**config.mk**
```make
export PLATFORM = sky130hd
export DESIGN_NAME = counter_scheduler
export DESIGN_NICKNAME = d
export VERILOG_FILES = /design/src/rtl/counter_scheduler.sv
export SDC_FILE = /design/constraint.sdc
export NUM_CORES = 1
export LEC_CHECK = 0
export ABC_AREA = 0
export BUFFER_PORTS_ARGS = -buffer_cell sky130_fd_sc_hd__buf_4
export CAP_MARGIN = 30
export CORE_MARGIN = 8
export CORE_UTILIZATION = 51
export DETAILED_ROUTE_END_ITERATION = 10
export HOLD_SLACK_MARGIN = 0.06
export PLACE_DENSITY = 0.77
export SLEW_MARGIN = 20
export SYNTH_ARGS = -nofsm -noshare
export SYNTH_HDL_FRONTEND = slang
export SYNTH_SLANG_ARGS = --single-unit
```
**constraint.sdc**
```tcl
create_clock -name clk -period 1.9 [get_ports clk]
set_input_delay 0.475 -clock clk [delete_from_list [all_inputs] [get_ports clk]]
set_output_delay 0.475 -clock clk [all_outputs]
set_load 0.02 [all_outputs]
```
**src/rtl/counter_scheduler.sv**
```systemverilog
// Round-robin scheduler for two requesters sharing one 4-bit up/down counter; a job of len N
// holds the counter for N stepping cycles plus one done cycle, and requests wait (req held) while busy.
module counter_scheduler (
    input  logic       clk,
    input  logic       reset,
    input  logic       req0,
    input  logic       req1,
    input  logic       dir0,
    input  logic       dir1,
    input  logic [3:0] len0,
    input  logic [3:0] len1,
    output logic       gnt0,
    output logic       gnt1,
    output logic       busy,
    output logic       done,
    output logic       done_id,
    output logic [3:0] out,
    output logic       wrap
);

    typedef enum logic [1:0] {IDLE, RUN, DONE} state_t;

    state_t     state_q, state_d;
    logic [3:0] out_q, out_d;
    logic [3:0] rem_q, rem_d;
    logic       dir_q, dir_d;
    logic       id_q, id_d;
    logic       last_id_q, last_id_d;
    logic       gnt0_q, gnt0_d;
    logic       gnt1_q, gnt1_d;
    logic       done_q, done_d;
    logic       done_id_q, done_id_d;
    logic       wrap_q, wrap_d;
    logic       win_id;

    always_comb begin
        state_d   = state_q;
        out_d     = out_q;
        rem_d     = rem_q;
        dir_d     = dir_q;
        id_d      = id_q;
        last_id_d = last_id_q;
        gnt0_d    = 1'b0;
        gnt1_d    = 1'b0;
        done_d    = 1'b0;
        done_id_d = done_id_q;
        wrap_d    = 1'b0;
        // on a tie the requester not served last time wins
        win_id    = (req0 && req1) ? ~last_id_q : req1;

        case (state_q)
            IDLE: begin
                if (req0 || req1) begin
                    state_d   = RUN;
                    dir_d     = win_id ? dir1 : dir0;
                    rem_d     = win_id ? len1 : len0;
                    id_d      = win_id;
                    last_id_d = win_id;
                    gnt0_d    = ~win_id;
                    gnt1_d    = win_id;
                end
            end
            RUN: begin
                if (rem_q != 4'd0) begin
                    out_d  = dir_q ? out_q + 4'd1 : out_q - 4'd1;
                    wrap_d = dir_q ? (out_q == 4'd15) : (out_q == 4'd0);
                    rem_d  = rem_q - 4'd1;
                end
                // len=0 jobs finish here too, without touching the counter
                if (rem_q <= 4'd1) begin
                    state_d   = DONE;
                    done_d    = 1'b1;
                    done_id_d = id_q;
                end
            end
            DONE: begin
                state_d = IDLE;
            end
            default: begin
                state_d = IDLE;
            end
        endcase
    end

    always_ff @(posedge clk or posedge reset) begin
        if (reset) begin
            state_q   <= IDLE;
            out_q     <= 4'd0;
            rem_q     <= 4'd0;
            dir_q     <= 1'b0;
            id_q      <= 1'b0;
            last_id_q <= 1'b1;
            gnt0_q    <= 1'b0;
            gnt1_q    <= 1'b0;
            done_q    <= 1'b0;
            done_id_q <= 1'b0;
            wrap_q    <= 1'b0;
        end else begin
            state_q   <= state_d;
            out_q     <= out_d;
            rem_q     <= rem_d;
            dir_q     <= dir_d;
            id_q      <= id_d;
            last_id_q <= last_id_d;
            gnt0_q    <= gnt0_d;
            gnt1_q    <= gnt1_d;
            done_q    <= done_d;
            done_id_q <= done_id_d;
            wrap_q    <= wrap_d;
        end
    end

    assign gnt0    = gnt0_q;
    assign gnt1    = gnt1_q;
    assign busy    = (state_q != IDLE);
    assign done    = done_q;
    assign done_id = done_id_q;
    assign out     = out_q;
    assign wrap    = wrap_q;

endmodule

```
==> summary.txt <==
Setup path
  • Crit-path max FO: 8
  • Critical path launch point type: flip-flop
  • Setup crit start: rem_q[0]$_DFFE_PP0P_
  • Reg2reg start: rem_q[0]$_DFFE_PP0P_
  • Nature of the critical path endpoint: flip-flop
  • CP Data Arrival Time: 1780 ps
  • Critical path class: flip-flop to flip-flop
  • Critical Path RT: 2090 ps

CTS
  • Sink Count: 18
  • H-tree lvl count: 1
  • Post-CTS Setup Inserts: 0
  • Number of buffers created by CTS: 3
  • Clock Latency Late Sink: 290 ps
  • Hold Buf Count CTS: 0
  • TritonCTS clock tree: yes
  • CTS Buffer Depth: 2
  • CTS resizes: 0
  • Clock root buffer: clkbuf_4
  • Worst-path clk slew: 100 ps

Global routing
  • Vias in the first global route: 743
  • Gr usage total: 12.9%
  • Largest net degree at the start of global routing: 19
  • Global-route wire length before repair: 3.43 mm
  • Initial antenna violation count: 0
  • Grt ovf: 0

Layout
  • Fillers: 173
  • Antenna Cells: 0
  • Layout area overhead: 25.0%
  • FF+latch area: 452 um^2
  • Layout cells sized above 1: 33.0%
  • Multi-input logic area: 508 um^2
  • Nets@finish: 133

Logic synthesis
  • Synthesized area per cell: 11.7 um^2
  • Register area share after synthesis: 45.8%
  • Yosys reg bits: 18
  • Synth warn: 0
  • Count of cell types in the netlist: 33
  • Syn Inst Count: 84
  • Post-synthesis net count: 104
  • Post-Syn Area: 986 um^2

Drt
  • DR pass1 iterations: 3
  • Vias per inst: 5.20
  • DRT iter0 DRCs: 6
  • Vias: 723
  • Wire per inst: 13.9 um
  • Residual DRC: 0
  • Final WL: 1.93 mm
  • Number of routed nets with antenna violations: 0

STA
  • Final Setup Violations: 0
  • Measured slew at the worst slew-check pin: 665 ps
  • Final Hold Viols: 0
  • Final worst-path cycle share: 84.0%
  • Min Tclk post-route: 1600 ps
  • RSZ-0062 raised after global routing: no
  • Total Negative Setup Slacks: 0 ps
  • Max-slew violations: 0
  • Clock Skew: 5.54 ps
  • Fmax: 0.627 GHz
  • Relative slew slack: 55.6%

Placed design
  • GP Congestion: 0.845
  • # port buffers: 23
  • HPWL after DPL: 1.56 mm

Power and ir drop
  • Pwr Total: 2.24 mW
  • VDD IR max: 0.00117 V
  • P_sw: 0.951 mW
  • Power density over the cells: 1820 nW/um^2
  • Static Leakage: 0.591 nW
  • Comb power frac: 55.6%
  • Net Sw Frac: 42.5%
  • Clock power share: 10.4%
  • Cell internal pwr: 1.29 mW
  • Sequential share of power: 34.0%

Floorplan
  • Die area: 3600 um^2
  • I/O pin count: 24
  • Chip Width: 60.0 um
  • Number of cell rows: 16
  • Core footprint: 1880 um^2
  • Starting Density: 52.4%
  • Die Span Y: 60.0 um

Worst hold path
  • Worst Hold Class: input pin to asynchronous set/reset pin

Job
  • Number of max-cap violations: 0

Status
  • Outcome: finished, final reports clean
path summary, 6_finish.rpt:
kind                                              to  slack (ps)  cells past startpoint
max in group asynchronous         out[0]$_DFFE_PP0P_        1200                      2
min in group clk                   dir_q$_DFFE_PP0P_         450                      3
worst min-delay path              out[3]$_DFFE_PP0P_         270                      2
worst max register to register  rem_q[3]$_DFFE_PP0P_         300                      5
worst min register to register      id_q$_DFFE_PP0P_         490                      1
worst max-delay path            rem_q[3]$_DFFE_PP0P_         300                      5
worst max-delay path, cell delays in order, from the launching register on:
cell,delay (ps)
dfrtp_1,440
inv_1,90
ha_1,260
a21oi_4,270
nor2b_2,110
mux2_1,320
power by group through the flow:
stage | Sequential, mW | Clock (mW) | Combinational [mW]
final | 0.760 | 0.233 | 1.24
after CTS | 0.757 | 0.243 | 1.25
after detailed placement | 0.765 | 0 | 1.25
after floorplan | 0.824 | 0 | 0.836
after global routing | 0.790 | 0.263 | 1.38
after global placement | 0.755 | 0 | 1.21
logic make-up after synthesis:
family	Yosys count	share of synthesized area (%)
AO/OA/AOI/OAI	16	14.2
adder cells (fa/ha/maj)	6	8.38
buffers and inverters	5	2.66
flip-flops	18	45.8
multiplexers	10	10.7
AND/OR/NAND/NOR	25	14.7
XOR/XNOR	4	3.55
placed cells by master, fill, tap and decap left out, drive strengths merged, types with 2 or more instances in the layout:
cell and instances:
nor4 2, nand3 3, mux2 4, and3 2, o21ai 5, nand2 3, nor2 4, inv 4
nor3 3, a21o 2, mux2i 6, a21oi 4, buf 25, dfrtp 17, xnor2 3, nor2b 3
clkbuf 4, ha 5
cell usage after synthesis (all sizes together):
| library cell | instances | area, um^2 |
|---|---|---|
| a21o | 2 | 15.0 |
| xnor2 | 3 | 26.3 |
| xor2 | 1 | 8.76 |
| nand2 | 3 | 11.3 |
| nand3 | 3 | 15.0 |
| nor4 | 2 | 18.8 |
| nand3b | 1 | 7.51 |
| nor2b | 3 | 21.3 |
| ha | 5 | 62.6 |
| o211ai | 1 | 7.51 |
| a21oi | 4 | 31.3 |
| nor2 | 4 | 15.0 |
| nor3 | 3 | 15.0 |
| mux2 | 4 | 45.0 |
| inv | 4 | 15.0 |
| dfrtp | 17 | 425 |
| o21ai | 5 | 25.0 |
| a311oi | 1 | 15.0 |
| buf | 1 | 11.3 |
| mux2i | 6 | 60.1 |
| dfstp | 1 | 26.3 |
| or4 | 1 | 7.51 |
| a21boi | 1 | 18.8 |
| and3 | 2 | 12.5 |
| nand2b | 1 | 6.26 |
| or2 | 1 | 8.76 |
| fa | 1 | 20.0 |
| a211o | 1 | 8.76 |
| and2 | 1 | 6.26 |
| o21bai | 1 | 18.8 |
final cells by class:
class	instances	area share, %
Multi-Input combinational cell	61	41.2
Sequential cell	18	36.6
Timing Repair Buffer	25	15.2
Clock buffer	4	2.94
Tap cell	27	2.74
Inverter	4	1.22
sequential cells by signal (all words and copies together) (netlist names):
register / cells
done_id: 1
gnt0: 1
gnt1: 1
done: 1
rem_q: 4
wrap: 1
out: 4
state_q: 2
dir_q: 1
id_q: 1
last_id_q: 1
per-layer routing:
metal	share of wire [%]	routed length (um)	global-route usage, %	up-vias
met5	0	0	0	-
met2	46	897	19.5	22
met1	45	871	15.2	343
met3	5.9	114	4.09	5
met4	2.5	48	8.16	0
li1	-	-	-	353
per-stage QoR:
| step | worst slack, ps | instance area, um^2 | cells | utilization, % | hold slack, ps |
|---|---|---|---|---|---|
| floorplan | 428 | 986 | 84 | - | 413 |
| global placement | 344 | 1200 | 135 | 63.6 | 468 |
| detailed placement | 335 | 1200 | 135 | 63.6 | 466 |
| CTS | 300 | 1230 | 139 | 65.5 | 294 |
| global route | 208 | 1230 | 139 | 65.5 | 324 |
| finish | 304 | 1230 | 139 | 65.5 | 273 |
Note: power is estimated with default switching activity, not from simulation.
